## src/rtl/vga_timing_gen.sv

```systemverilog
// 640x480@60 VGA pixel-timing generator: scan counters, registered syncs,
// pipeline-aligned delayed syncs and frame-level pulse/counter/irq.
module vga_timing_gen #(
    parameter int H_VISIBLE  = 640,
    parameter int H_FRONT    = 16,
    parameter int H_SYNC     = 96,
    parameter int H_BACK     = 48,
    parameter int V_VISIBLE  = 480,
    parameter int V_FRONT    = 10,
    parameter int V_SYNC     = 2,
    parameter int V_BACK     = 33,
    parameter int PIPE_DELAY = 2
) (
    input  logic        vga_clk,
    input  logic        reset_n,
    input  logic        irq_ack,
    output logic [9:0]  DrawX,
    output logic [9:0]  DrawY,
    output logic        hs,
    output logic        vs,
    output logic        blank,
    output logic        hs_d,
    output logic        vs_d,
    output logic        blank_d,
    output logic        frame_start,
    output logic [15:0] frame_count,
    output logic        frame_irq
);

    localparam int H_TOTAL = H_VISIBLE + H_FRONT + H_SYNC + H_BACK;
    localparam int V_TOTAL = V_VISIBLE + V_FRONT + V_SYNC + V_BACK;

    localparam logic [9:0] L_H_LAST = 10'(H_TOTAL - 1);
    localparam logic [9:0] L_V_LAST = 10'(V_TOTAL - 1);
    localparam logic [9:0] L_H_VIS  = 10'(H_VISIBLE);
    localparam logic [9:0] L_V_VIS  = 10'(V_VISIBLE);
    localparam logic [9:0] L_HS_BEG = 10'(H_VISIBLE + H_FRONT);
    localparam logic [9:0] L_HS_END = 10'(H_VISIBLE + H_FRONT + H_SYNC);
    localparam logic [9:0] L_VS_BEG = 10'(V_VISIBLE + V_FRONT);
    localparam logic [9:0] L_VS_END = 10'(V_VISIBLE + V_FRONT + V_SYNC);

    logic [9:0]  r_hc;
    logic [9:0]  r_vc;
    logic        r_hs;
    logic        r_vs;
    logic        r_blank;
    logic        r_frame_start;
    logic [15:0] r_frame_count;
    logic        r_frame_irq;

    logic [9:0]  w_hc_nxt;
    logic [9:0]  w_vc_nxt;
    logic        w_h_end;
    logic        w_wrap;
    logic        w_vbl_start;
    logic        w_hs_nxt;
    logic        w_vs_nxt;
    logic        w_blank_nxt;

    always_comb begin
        w_h_end     = (r_hc == L_H_LAST);
        w_wrap      = w_h_end && (r_vc == L_V_LAST);
        w_vbl_start = w_h_end && (r_vc == L_V_VIS - 10'd1);
        w_hc_nxt    = w_h_end ? 10'd0 : r_hc + 10'd1;
        w_vc_nxt    = r_vc;
        if (w_h_end) begin
            w_vc_nxt = w_wrap ? 10'd0 : r_vc + 10'd1;
        end
        // Decode the next-state counters so the registered syncs line up with them
        w_blank_nxt = (w_hc_nxt < L_H_VIS) && (w_vc_nxt < L_V_VIS);
        w_hs_nxt    = !((w_hc_nxt >= L_HS_BEG) && (w_hc_nxt < L_HS_END));
        w_vs_nxt    = !((w_vc_nxt >= L_VS_BEG) && (w_vc_nxt < L_VS_END));
    end

    always_ff @(posedge vga_clk or negedge reset_n) begin
        if (!reset_n) begin
            r_hc          <= '0;
            r_vc          <= '0;
            r_hs          <= 1'b1;
            r_vs          <= 1'b1;
            r_blank       <= 1'b1;
            r_frame_start <= 1'b0;
            r_frame_count <= '0;
            r_frame_irq   <= 1'b0;
        end else begin
            r_hc          <= w_hc_nxt;
            r_vc          <= w_vc_nxt;
            r_hs          <= w_hs_nxt;
            r_vs          <= w_vs_nxt;
            r_blank       <= w_blank_nxt;
            r_frame_start <= w_wrap;
            if (w_wrap) begin
                r_frame_count <= r_frame_count + 16'd1;
            end
            // A set on the same edge as an ack takes priority
            if (w_vbl_start) begin
                r_frame_irq <= 1'b1;
            end else if (irq_ack) begin
                r_frame_irq <= 1'b0;
            end
        end
    end

    generate
        if (PIPE_DELAY == 0) begin : g_nodly
            assign hs_d    = r_hs;
            assign vs_d    = r_vs;
            assign blank_d = r_blank;
        end else begin : g_dly
            logic [2:0] r_dly [PIPE_DELAY];

            always_ff @(posedge vga_clk or negedge reset_n) begin
                if (!reset_n) begin
                    for (int i = 0; i < PIPE_DELAY; i++) begin
                        r_dly[i] <= 3'b110;
                    end
                end else begin
                    r_dly[0] <= {r_hs, r_vs, r_blank};
                    for (int i = 1; i < PIPE_DELAY; i++) begin
                        r_dly[i] <= r_dly[i-1];
                    end
                end
            end

            assign {hs_d, vs_d, blank_d} = r_dly[PIPE_DELAY-1];
        end
    endgenerate

    assign DrawX       = r_hc;
    assign DrawY       = r_vc;
    assign hs          = r_hs;
    assign vs          = r_vs;
    assign blank       = r_blank;
    assign frame_start = r_frame_start;
    assign frame_count = r_frame_count;
    assign frame_irq   = r_frame_irq;

endmodule
```

## config.mk

```make
export PLATFORM = sky130hd
export DESIGN_NAME = vga_timing_gen
export DESIGN_NICKNAME = d
export VERILOG_FILES = /design/src/rtl/vga_timing_gen.sv
export SDC_FILE = /design/constraint.sdc
export NUM_CORES = 1
export LEC_CHECK = 0
export BUFFER_PORTS_ARGS = -buffer_cell sky130_fd_sc_hd__buf_2
export CORE_MARGIN = 5
export CORE_UTILIZATION = 40
export CTS_CLUSTER_SIZE = 10
export DETAILED_ROUTE_END_ITERATION = 16
export SLEW_MARGIN = 20
export SYNTH_ARGS = -nofsm -noshare
export SYNTH_HDL_FRONTEND = slang
export SYNTH_SLANG_ARGS = --single-unit
```

## constraint.sdc

```tcl
create_clock -name vga_clk -period 3 [get_ports vga_clk]
set_input_delay 0.3 -clock vga_clk [delete_from_list [all_inputs] [get_ports vga_clk]]
set_output_delay 0.3 -clock vga_clk [all_outputs]
set_load 0.005 [all_outputs]
```

# Yosys cells after proc, flatten, opt, wreduce, memory -nomap -nowiden
# Index checks and enable logic that the tools add are counted.
# word_totals
register_bits	47
latchBits	0
mem_bits_rw	0
romBits	0
in_bits	3
output_inout_bits	44
mem_count	0
# op_classes
add_sub_neg	3
multipliers	0
div	0
n_lt_le_gt_ge	6
n_eq_ne	3
shift	0
n_mux	5
n_bitwise	0
n_reduce_logical	8
# ops
operator	n
10-bit 2-to-1 mux	3
10-bit by 1-bit adder with 10-bit output, second input constant	2
10-bit == test, second input constant	2
10-bit < comparator, second input constant	2
10-bit by 9-bit < comparator with 1-bit output, second input constant	2
16-bit by 1-bit adder with 16-bit output, second input constant	1
10-bit by 9-bit == test with 1-bit output, second input constant	1
10-bit >= comparator, second input constant	1
10-bit by 9-bit >= comparator with 1-bit output, second input constant	1
1-bit logical AND	5
1-bit zero test	2
1-bit 2-to-1 mux	2
2-bit nonzero test	1

# Logic depth before layout (Yosys ltp)
# logic_depth
word_depth	7
depth_mapped	8
depth_no_buf	7

# Worst setup path after synthesis
# No wires, ideal clock.
# synth_path
kind	reg-to-reg
from	reg r_hc[6] (netlist: DrawX[6])
to	reg r_blank (netlist: blank)
setup_time_ns	0.062
arrival_ns	2.131
required_time_ns	2.938
setup_slack_ns	0.807
stages_incl_launch_ff	7
period_less_slack_ns	2.193
cell_sequence	dfrtp_1 -> buf_6 -> or3b_4 -> or4_4 -> o31a_1 -> o21ai_1 -> and3_1
# synth_between
elab_chain_len	6
# synth_lines
item	line_no	source
start: declaration	42	logic [9:0] r_hc;
start signal: assignment	86	r_hc <= w_hc_nxt;
parallel branches: the longest is 5 deep, another holds 10-bit by 1-bit adder with 10-bit output	n/a	
1-bit logical AND (*)	70	w_blank_nxt = (w_hc_nxt < L_H_VIS) && (w_vc_nxt < L_V_VIS);
net w_blank_nxt	58	logic w_blank_nxt;
end signal: assignment	90	r_blank <= w_blank_nxt;
end: declaration	46	logic r_blank;
# Mark *: on every way through the listed nets, which the timed path passes.
# A chain may end at the register's enable or synchronous reset.

# Final worst setup path
# layout_path
from	reg r_hc[0] (netlist: DrawX[0])
to	reg r_blank (netlist: blank)
# Same word-level chain as after synthesis.

==> impl_metrics.ini <==
[worst_setup_path]
cp-start-kind = register
rr_worst_depth = 6
worst_ep_required_time_ns = 3.24
timing.rr.start = DrawX[0]$_DFF_PN0_
crit_start = DrawX[0]$_DFF_PN0_
worst_ep_arrival_time_ns = 2.53
crit_path_end = blank$_DFF_PN1_
crit_fanout = 6
critPathKind = reg2reg
timing.rr.end = blank$_DFF_PN1_
end_kind = register
ff2ff_setup_slack_ns = 0.71

[layout]
fin_nets = 266
diodes = 0
area_growth_pct = 18.9
drive_gt1_frac = 0.262
fillers = 541

[global_routing]
grt_max_degree = 48
grt_pass1_vias = 1709
grt_antenna_before_repair = 0
grt_pass1_wl_um = 8340
grt.total_usage = 0.142
grt_overflow_total = 0

[yosys]
synth_fp_nets = 221
synthDistinctLibCells = 45
synthesis.area_mm2 = 0.00224
yosys.area.top_type = dfrtp_1
syn_area_per_cell_um2 = 10.5
async_flop_share = 1.00
yosys_warnings = 0
synth_cells = 214
synth_seq_cells = 47
yosys.area.top_type_share = 0.446
synth_ff_type = dfrtp_1
synthMostInstantiatedCell = dfrtp_1
yosys-top-cells-count = dfrtp_1 (40), nand2_1 (16), xnor2_1 (14), xor2_1 (14)
synth_area_leaders = dfrtp_1 (45%), dfstp_2 (8.2%), xnor2_1 (5.5%), xor2_1 (5.5%), nand3_1 (2.9%)
synth_edf_count = 0
yosysSeqAreaShare = 0.528

[routing]
drtAntennaViolNets = 0
routed_wl_um = 4880
viasPerCell = 5.26
detail_route.wl_per_cell_um = 14.7
drt-initial-drc-count = 123
drtPass1Iterations = 4
vias = 1746
drcViolationCount = 0

[timing]
clock_skew_ns = 0.00958
setup_viol = 0
finalHoldViolCount = 12
hold_ws_ns = -0.00846
period_share = 0.764
period_needed_ns = 2.29
clock.fmax_mhz = 436
maxSlewViolCount = 0
rsz0062_at_grt = false
finalSetupTns_ns = 0
relSlewSlack = 0.620
worst_slew_pin_slew_ns = 0.571

[run_status]
status = finished with violations
violations = negative hold slack

[pwr]
p_per_area_mw_per_mm2 = 445
ir_drop_mv = 0.194
power_leakage_uw = 0.00129

[floorplan]
row_count = 27
die_w_um = 84.9
core_mm2 = 0.00547
die_y_um = 84.9
ios = 47
die_area_mm2 = 0.00721
start_util = 0.410

[clock_network]
postCtsSetupBuffers = 0
clockBufferDepth = 2
root_buffer = clkbuf_8
htreeDepth = 2
cts_tree = yes
clk_latency_ns = 0.30
numCtsBuffers = 5
cts.sinks = 47
clk_pin_slew_ns = 0.09
post_cts_resized = 0
hold_buffers = 0

[placement]
post-dp-hpwl_um = 3540
gp_congestion = 0.827
io_buffers = 46

[hold_path]
hp-class = in2async

[run]
drv_cap = 0
cells in the final DEF, fill, tap and decap left out, types with 4 or more instances in the layout:
cell	synthesis	final
buf_2	1	45
xor2_1	14	14
nand3_1	13	13
nor3_1	7	7
nand4_1	10	10
clkbuf_8	0	5
nand2_1	16	16
o21ai_0	6	6
a21oi_1	4	4
dfrtp_1	40	40
inv_1	9	9
ha_1	4	4
and3_1	8	8
nor2_1	13	13
dfstp_2	7	7
xnor2_1	14	14
and2_1	4	4
nor4_1	4	4
routing by layer:
metal	vias to the layer above	wire, µm	track usage
li1	848	-	-
met1	843	2300	0.201
met2	50	2220	0.215
met3	5	300	0.0388
met4	0	62	0.0388
met5	-	0	0
sequential cells by signal, summed over array words and instances (netlist names), 3 cells and up:
register and count:
g_dly.r_dly 3, frame_count 16, DrawY 10, DrawX 10
metrics by stage:
| step | utilization | power, µW | cell area, µm² | setup slack (ns) | cells |
|---|---|---|---|---|---|
| floorplan | - | 646 | 2240 | 0.807 | 214 |
| global placement | 0.463 | 659 | 2530 | 0.791 | 324 |
| detailed placement | 0.463 | 659 | 2530 | 0.731 | 324 |
| CTS | 0.487 | 1200 | 2670 | 0.709 | 332 |
| global route | 0.487 | 1230 | 2670 | 0.581 | 332 |
| finish | 0.487 | 1190 | 2670 | 0.709 | 332 |
worst min path at each step:
stage,from,cells past startpoint,slack (ns),to
floorplan,reset_n,0,0.004,DrawX[0]$_DFF_PN0_
global placement,g_dly.r_dly[3]$_DFF_PN0_,0,0.33,blank_d$_DFF_PN0_
detailed placement,g_dly.r_dly[3]$_DFF_PN0_,0,0.34,blank_d$_DFF_PN0_
CTS,irq_ack,2,0.18,frame_irq$_DFFE_PN0P_
global route,reset_n,1,0.03,frame_count[9]$_DFFE_PN0P_
finish,reset_n,1,-0.008,frame_count[9]$_DFFE_PN0P_
cell type report:
type                            instances  area [µm²]  share of cell area
Sequential cell                        47        1180               0.444
Multi-Input combinational cell        148         978               0.367
Timing Repair Buffer                   48         248              0.0929
Tap cell                               72        90.1              0.0338
Clock buffer                            6        72.6              0.0272
Clock inverter                          2        60.1              0.0225
Inverter                                9        33.8              0.0127
power breakdown:
part	switching (µW)	total, µW	internal, µW
Sequential	0.0000000000000274	633	633
Combinational	11.6	12.8	1.30
Clock	208	541	333
worst max-delay path, cell delays in order, from the launching register on:
cell     delay (ns)
dfrtp_1        0.41
ha_1           0.27
nand4_1        0.25
or4_4          0.61
o31a_1         0.31
o21ai_1        0.20
and3_1         0.18
logic make-up (layout without fill, tap and decap cells):
logic type      Yosys count  count (layout)  share of synthesized area
xor+xnor                 28              28                      0.109
mux                       2               2                     0.0100
buf+inv                  19              65                     0.0357
simple gates             90              90                      0.223
compound gates           24              24                     0.0714
fa+ha+maj                 4               4                     0.0223
flops                    47              47                      0.528
Power figures use the tool's default switching activity.
